$ cat config.mk
export PLATFORM = sky130hd
export DESIGN_NAME = seq_sam_ctrl_flat
export DESIGN_NICKNAME = d
export VERILOG_FILES = /design/src/rtl/sam_pkg.sv /design/src/rtl/sam_if.sv /design/src/rtl/sam_acc_step.sv /design/src/rtl/seq_sam_ctrl.sv /design/src/flat_wrapper.sv
export SDC_FILE = /design/constraint.sdc
export NUM_CORES = 1
export LEC_CHECK = 0
export BUFFER_PORTS_ARGS = -buffer_cell sky130_fd_sc_hd__buf_4
export CORE_AREA = 2 2 167 169
export CTS_BUF_LIST = sky130_fd_sc_hd__clkbuf_2
export DETAILED_ROUTE_END_ITERATION = 8
export DIE_AREA = 0 0 169 171
export GPL_ROUTABILITY_DRIVEN = 1
export PLACE_DENSITY = 0.86
export SETUP_SLACK_MARGIN = 0.05
export SKIP_LAST_GASP = 1
export SYNTH_ARGS = -nofsm -noshare
export SYNTH_HDL_FRONTEND = slang
export SYNTH_HIERARCHICAL = 1
export SYNTH_SLANG_ARGS = --single-unit
$ cat constraint.sdc
create_clock -name clk -period 14 [get_ports clk]
set_input_delay 2.8 -clock clk [delete_from_list [all_inputs] [get_ports clk]]
set_output_delay 2.8 -clock clk [all_outputs]
set_load 0.1 [all_outputs]
$ cat src/rtl/sam_pkg.sv
// Shared definitions for the sequential shift-and-add multiplier: default width,
// FSM state encoding and the step-counter width helper.
package sam_pkg;

  localparam int SAM_WIDTH = 32;

  typedef enum logic [1:0] {
    IDLE = 2'd0,
    RUN  = 2'd1,
    DONE = 2'd2
  } sam_state_e;

  // Counter must hold 0..width-1; never narrower than one bit.
  function automatic int sam_cnt_width(input int width);
    return (width > 1) ? $clog2(width) : 1;
  endfunction

  localparam int SAM_CNT_W = sam_cnt_width(SAM_WIDTH);

endpackage

$ cat src/rtl/sam_if.sv
// Operand/result handshake bundle for seq_sam_ctrl; master drives operands and
// consumes results, slave is the multiplier.
interface sam_if import sam_pkg::*; #(
  parameter int WIDTH = SAM_WIDTH
) ();

  logic                 in_valid;
  logic                 in_ready;
  logic [WIDTH-1:0]     a;
  logic [WIDTH-1:0]     b;
  logic                 out_valid;
  logic                 out_ready;
  logic [2*WIDTH-1:0]   result;
  logic                 busy;

  modport master (
    output in_valid, a, b, out_ready,
    input  in_ready, out_valid, result, busy
  );

  modport slave (
    input  in_valid, a, b, out_ready,
    output in_ready, out_valid, result, busy
  );

endinterface

$ cat src/rtl/sam_acc_step.sv
// One shift-and-add step: conditionally accumulates the multiplicand shifted by
// the step index and shifts the multiplier right by one.
module sam_acc_step import sam_pkg::*; #(
  parameter int WIDTH = SAM_WIDTH,
  parameter int CNT_W = sam_cnt_width(WIDTH)
) (
  input  logic [WIDTH-1:0]   mcand,
  input  logic [WIDTH-1:0]   mplier,
  input  logic [2*WIDTH-1:0] acc_in,
  input  logic [CNT_W-1:0]   count,
  output logic [2*WIDTH-1:0] acc_out,
  output logic [WIDTH-1:0]   mplier_out
);

  logic [2*WIDTH-1:0] addend;

  always_comb begin
    addend     = {{WIDTH{1'b0}}, mcand} << count;
    acc_out    = mplier[0] ? (acc_in + addend) : acc_in;
    mplier_out = mplier >> 1;
  end

endmodule

$ cat src/rtl/seq_sam_ctrl.sv
// Sequential signed multiplier: magnitudes are multiplied by shift-and-add, sign
// applied at the end. Optional macro SAM_EARLY_TERM_EN stops once the multiplier is exhausted.
module seq_sam_ctrl import sam_pkg::*; #(
  parameter int WIDTH = SAM_WIDTH
) (
  input  logic  clk,
  input  logic  rst_n,
  input  logic  flush,
  sam_if.slave  bus
);

  localparam int               CNT_W    = sam_cnt_width(WIDTH);
  localparam logic [CNT_W-1:0] LAST_CNT = CNT_W'(WIDTH - 1);

  sam_state_e         state_q, state_d;
  logic [WIDTH-1:0]   mcand_q, mcand_d;
  logic [WIDTH-1:0]   mplier_q, mplier_d;
  logic [2*WIDTH-1:0] acc_q, acc_d;
  logic [2*WIDTH-1:0] result_q, result_d;
  logic [CNT_W-1:0]   count_q, count_d;
  logic               sign_q, sign_d;
  logic               in_ready_q, in_ready_d;
  logic               out_valid_q, out_valid_d;
  logic               busy_q, busy_d;

  logic [WIDTH-1:0]   a_mag, b_mag;
  logic [2*WIDTH-1:0] step_acc;
  logic [WIDTH-1:0]   step_mplier;
  logic               last_step;

  // Unsigned WIDTH-bit magnitudes keep the most negative operand exact.
  assign a_mag = bus.a[WIDTH-1] ? -bus.a : bus.a;
  assign b_mag = bus.b[WIDTH-1] ? -bus.b : bus.b;

  sam_acc_step #(
    .WIDTH (WIDTH),
    .CNT_W (CNT_W)
  ) u_step (
    .mcand      (mcand_q),
    .mplier     (mplier_q),
    .acc_in     (acc_q),
    .count      (count_q),
    .acc_out    (step_acc),
    .mplier_out (step_mplier)
  );

`ifdef SAM_EARLY_TERM_EN
  assign last_step = (count_q == LAST_CNT) || (step_mplier == '0);
`else
  assign last_step = (count_q == LAST_CNT);
`endif

  always_comb begin
    state_d     = state_q;
    mcand_d     = mcand_q;
    mplier_d    = mplier_q;
    acc_d       = acc_q;
    result_d    = result_q;
    count_d     = count_q;
    sign_d      = sign_q;
    in_ready_d  = in_ready_q;
    out_valid_d = out_valid_q;
    busy_d      = busy_q;

    case (state_q)
      IDLE: begin
        if (bus.in_valid && in_ready_q) begin
          mcand_d    = a_mag;
          mplier_d   = b_mag;
          sign_d     = bus.a[WIDTH-1] ^ bus.b[WIDTH-1];
          acc_d      = '0;
          count_d    = '0;
          in_ready_d = 1'b0;
          busy_d     = 1'b1;
          state_d    = RUN;
        end
      end
      RUN: begin
        acc_d    = step_acc;
        mplier_d = step_mplier;
        count_d  = count_q + CNT_W'(1);
        if (last_step) begin
          state_d = DONE;
        end
      end
      // First DONE cycle applies the sign, so the negator never follows the adder.
      DONE: begin
        if (!out_valid_q) begin
          result_d    = sign_q ? -acc_q : acc_q;
          out_valid_d = 1'b1;
        end else if (bus.out_ready) begin
          out_valid_d = 1'b0;
          in_ready_d  = 1'b1;
          busy_d      = 1'b0;
          state_d     = IDLE;
        end
      end
      default: begin
        state_d = IDLE;
      end
    endcase

    if (flush) begin
      state_d     = IDLE;
      out_valid_d = 1'b0;
      in_ready_d  = 1'b1;
      busy_d      = 1'b0;
    end
  end

  always_ff @(posedge clk or negedge rst_n) begin
    if (!rst_n) begin
      state_q     <= IDLE;
      mcand_q     <= '0;
      mplier_q    <= '0;
      acc_q       <= '0;
      result_q    <= '0;
      count_q     <= '0;
      sign_q      <= 1'b0;
      in_ready_q  <= 1'b1;
      out_valid_q <= 1'b0;
      busy_q      <= 1'b0;
    end else begin
      state_q     <= state_d;
      mcand_q     <= mcand_d;
      mplier_q    <= mplier_d;
      acc_q       <= acc_d;
      result_q    <= result_d;
      count_q     <= count_d;
      sign_q      <= sign_d;
      in_ready_q  <= in_ready_d;
      out_valid_q <= out_valid_d;
      busy_q      <= busy_d;
    end
  end

  assign bus.in_ready  = in_ready_q;
  assign bus.out_valid = out_valid_q;
  assign bus.result    = result_q;
  assign bus.busy      = busy_q;

endmodule

$ cat src/flat_wrapper.sv
// flat-port wrapper written by rule: the top's interface ports become plain ports
module seq_sam_ctrl_flat import sam_pkg::*;
#(
  parameter int WIDTH = SAM_WIDTH
)
  (clk, rst_n, flush, bus_in_valid, bus_a, bus_b, bus_out_ready, bus_in_ready, bus_out_valid, bus_result, bus_busy);
  sam_if #(.WIDTH(WIDTH)) bus_i ();
  input  logic clk;
  input  logic rst_n;
  input  logic flush;
  input wire logic [$bits(bus_i.in_valid)-1:0] bus_in_valid;
  input wire logic [$bits(bus_i.a)-1:0] bus_a;
  input wire logic [$bits(bus_i.b)-1:0] bus_b;
  input wire logic [$bits(bus_i.out_ready)-1:0] bus_out_ready;
  output wire logic [$bits(bus_i.in_ready)-1:0] bus_in_ready;
  output wire logic [$bits(bus_i.out_valid)-1:0] bus_out_valid;
  output wire logic [$bits(bus_i.result)-1:0] bus_result;
  output wire logic [$bits(bus_i.busy)-1:0] bus_busy;
  assign bus_i.in_valid = bus_in_valid;
  assign bus_i.a = bus_a;
  assign bus_i.b = bus_b;
  assign bus_i.out_ready = bus_out_ready;
  assign bus_in_ready = bus_i.in_ready;
  assign bus_out_valid = bus_i.out_valid;
  assign bus_result = bus_i.result;
  assign bus_busy = bus_i.busy;
  seq_sam_ctrl #(.WIDTH(WIDTH)) u_core (.clk(clk), .rst_n(rst_n), .flush(flush), .bus(bus_i));
endmodule
==> impl_metrics.py <==
metrics = {
    "timing": {
        "finalCritPeriodShare_pct": 39.0,
        "setup_viol": 0,
        "drv_slew": 0,
        "finalSetupTns_ns": 0,
        "fmax_mhz": 183,
        "worst_pin_slew_ns": 1.30,
        "rsz0062_at_grt": "no",
        "max_slew_margin_pct": 13.1,
        "fin_skew_ns": 0.0346,
        "hold_viol": 0,
        "finalCriticalPeriod_ns": 5.46,
    },
    "power": {
        "leakagePower_nw": 8.15,
        "irDropWorstVdd_mv": 0.0778,
        "power_density_mw_per_mm2": 170,
    },
    "place": {
        "io_buffers": 135,
        "place_hpwl_um": 34500,
        "routabilityCongestion": 1.04,
    },
    "worst_setup_path": {
        "r2r_cells": 17,
        "cp_slowest_cell": "dfrtp_2",
        "path_cells": "mux4_2, mux2i_1, nor2_1, a31oi_1, nor2_1, ha_1, and4_1, and3_1, o211ai_2, a211o_1, a211o_1, a311o_1, a211oi_1, o21ai_0, o311ai_0, nand2_1, o21ai_0",
        "crit_type": "flip-flop to flip-flop",
        "endpoint_kind": "flip-flop",
        "required_ns": 14.74,
        "start_kind": "flip-flop",
        "critPathMaxFanout": 43,
        "max_stage_delay_ns": 1.06,
        "critPathArrivalTime_ns": 6.21,
    },
    "floorplan": {
        "core_area_mm2": 0.0273,
        "start_util_pct": 63.3,
        "die_h_um": 171,
        "die_area_mm2": 0.0289,
        "num_io_pins": 136,
        "core.rowCount": 61,
        "fp.dieW_um": 169,
    },
    "detailed_routing": {
        "via_count": 16371,
        "drtAntennaViolNets": 0,
        "via_per_inst": 6.47,
        "drt_first_pass_iters": 6,
        "drcViolationCount": 0,
        "wire_per_inst_um": 18.5,
        "drt_iter0_drc": 1593,
        "finalWirelength_um": 46900,
    },
    "global_routing": {
        "grt_start_max_net_pins": 104,
        "grt_pass1_vias": 14911,
        "antenna_found_initial": 1,
        "grtUsageTotal_pct": 31.9,
        "grt_overflow_total": 0,
        "grt_pass1_wl_um": 75800,
    },
    "clock_network": {
        "clockBufferDepth": 3,
        "cts_tree": "built",
        "cts_hold_buf": 0,
        "ctsResizeCount": 0,
        "root_buffer": "clkbuf_2",
        "clk_latency_ns": 0.85,
        "htreeDepth": 2,
        "cts.clk_slew.worst_paths_ns": 0.10,
        "clock_sinks": 203,
        "cts_buffers": 53,
        "postCtsSetupBuffers": 0,
    },
    "cells_and_area": {
        "drive_above_1_share_pct": 16.6,
        "num-fill-cells": 2331,
        "final_common_cell": "nand2_1",
        "syn_to_final_growth_pct": 6.90,
        "fin_nets": 2283,
        "most-common-layout-cells": "nand2_1 (305), o21ai_0 (214), dfrtp_1 (200)",
        "final_util_pct": 67.6,
    },
    "synth": {
        "yosysWarnings": 6,
        "ys_ff_latch": 203,
        "avgSynthCellArea_um2": 8.19,
        "synth_cell_types": 92,
        "synth_area_mm2": 0.0173,
        "synthFlopType": "dfrtp_1",
        "ys_seq_area_share_pct": 29.4,
        "synthCells": 2111,
        "syn_nets": 2249,
        "async_reset_ff_share_pct": 100,
        "synth_edf_count": 0,
    },
    "min_path": {
        "min_path_type": "flip-flop to flip-flop",
        "hold_depth": 2,
    },
    "job": {
        "maxCapViolCount": 0,
    },
    "status": {
        "status": "finished clean",
    },
}
-- where the power goes --
group / total [mW] / internal [mW] / switching [mW]
clock network: 0.408 / 0.160 / 0.249
logic: 1.85 / 0.682 / 1.17
registers: 0.882 / 0.706 / 0.175
-- cell type report --
cell class / count / area [µm²] / share of cell area, %
antenna: 1 / 2.50 / 0.0135
clock buffer: 72 / 360 / 1.95
clock inverter: 23 / 121 / 0.657
inverter: 26 / 97.6 / 0.528
multi-input combinational: 1712 / 11300 / 60.9
sequential: 203 / 5080 / 27.5
tap: 346 / 433 / 2.34
timing repair buffer: 149 / 1120 / 6.09
-- per-layer routing --
layer	vias to the layer above	GRT usage, %	part of all wire, %
met4	0	11.5	3.0
li1	7748	-	-
met3	115	3.75	7.4
met5	-	0	0
met2	781	50.4	45
met1	7727	45.5	45
-- cells in the mapped netlist (10+ instances only) --
| cell type | n | share of area, % |
|---|---|---|
| nand2_1 | 305 | 6.6 |
| o21ai_0 | 214 | 6.2 |
| dfrtp_1 | 202 | 29 |
| a21oi_1 | 178 | 5.2 |
| nor2_1 | 171 | 3.7 |
| xor2_1 | 117 | 5.9 |
| clkbuf_1 | 105 | 2.3 |
| ha_1 | 68 | 4.9 |
| mux2_2 | 66 | 4.3 |
| mux2i_1 | 60 | 3.5 |
| xnor2_1 | 41 | 2.1 |
| nand4_1 | 37 | 1.3 |
| o31ai_1 | 37 | 1.6 |
| buf_4 | 35 | 1.5 |
| a21o_1 | 28 | 1.2 |
| inv_1 | 24 | 0.52 |
| or4_1 | 24 | 1.0 |
| or3_1 | 22 | 0.80 |
| nand2b_1 | 21 | 0.76 |
| o41ai_1 | 21 | 1.1 |
| a31oi_1 | 20 | 0.72 |
| mux4_2 | 19 | 2.5 |
| nor2b_1 | 19 | 0.69 |
| nor3_1 | 19 | 0.55 |
| a22oi_1 | 17 | 0.74 |
| nand3_1 | 17 | 0.49 |
| o22ai_1 | 17 | 0.62 |
| buf_1 | 15 | 0.33 |
| nor4_1 | 15 | 0.54 |
| a22o_1 | 14 | 0.71 |
| o21bai_1 | 14 | 0.61 |
| or2_2 | 13 | 0.47 |
| o211ai_1 | 11 | 0.48 |
| o21a_1 | 10 | 0.43 |
-- worst max-delay path: cells and delay by family (launching register included) --
kind,cells,cell delay [ns]
AO/OA/AOI/OAI,9,2.39
flip-flops,1,1.06
multiplexers,2,0.83
AND/OR/NAND/NOR,5,0.70
adder cells (fa/ha/maj),1,0.40
-- metrics by stage --
step	worst slack [ns]	instances	hold slack, ns	power, mW	area (µm²)
floorplan	9.00	2111	0.462	2.30	17300
global placement	8.78	2436	0.469	2.64	18000
detailed placement	8.63	2436	0.467	2.69	18000
CTS	8.63	2531	0.493	3.12	18500
global route	8.31	2532	0.541	3.35	18500
finish	8.54	2532	0.491	3.14	18500
-- cells by family after synthesis --
| family | share of synthesized area [%] |
|---|---|
| DFF | 29.4 |
| other | 0.0217 |
| xor gates and xnor gates | 8.01 |
| buffers and inverters | 5.65 |
| adders and majority gates | 5.04 |
| and+or+nand+nor | 18.9 |
| AOI/OAI and AO/OA | 22.6 |
| muxes | 10.3 |
-- sequential cells by signal, indices dropped and copies added (netlist names) --
name and cells:
u_core/acc_q 64, u_core/bus.out_valid 1, u_core/bus.busy 1, u_core/bus.in_ready 1
u_core/bus.result 64, u_core/count_q 5, u_core/state_q 2, u_core/sign_q 1
u_core/mplier_q 32, u_core/mcand_q 32
-- worst paths after layout --
kind / start / endpoint / slack (ns)
worst max-delay path: u_core/count_q[0]$_DFFE_PN0P_ / u_core/acc_q[55]$_DFFE_PN0P_ / 8.54
min in group asynchronous: rst_n / u_core/acc_q[9]$_DFFE_PN0P_ / 1.98
max in group asynchronous: rst_n / u_core/acc_q[36]$_DFFE_PN0P_ / 10.50
worst max register to register: u_core/count_q[0]$_DFFE_PN0P_ / u_core/acc_q[55]$_DFFE_PN0P_ / 8.54
worst min-delay path: u_core/mplier_q[2]$_DFFE_PN0P_ / u_core/mplier_q[1]$_DFFE_PN0P_ / 0.49
worst min register to register: u_core/mplier_q[2]$_DFFE_PN0P_ / u_core/mplier_q[1]$_DFFE_PN0P_ / 0.49
(Power assumes the default switching activity.)
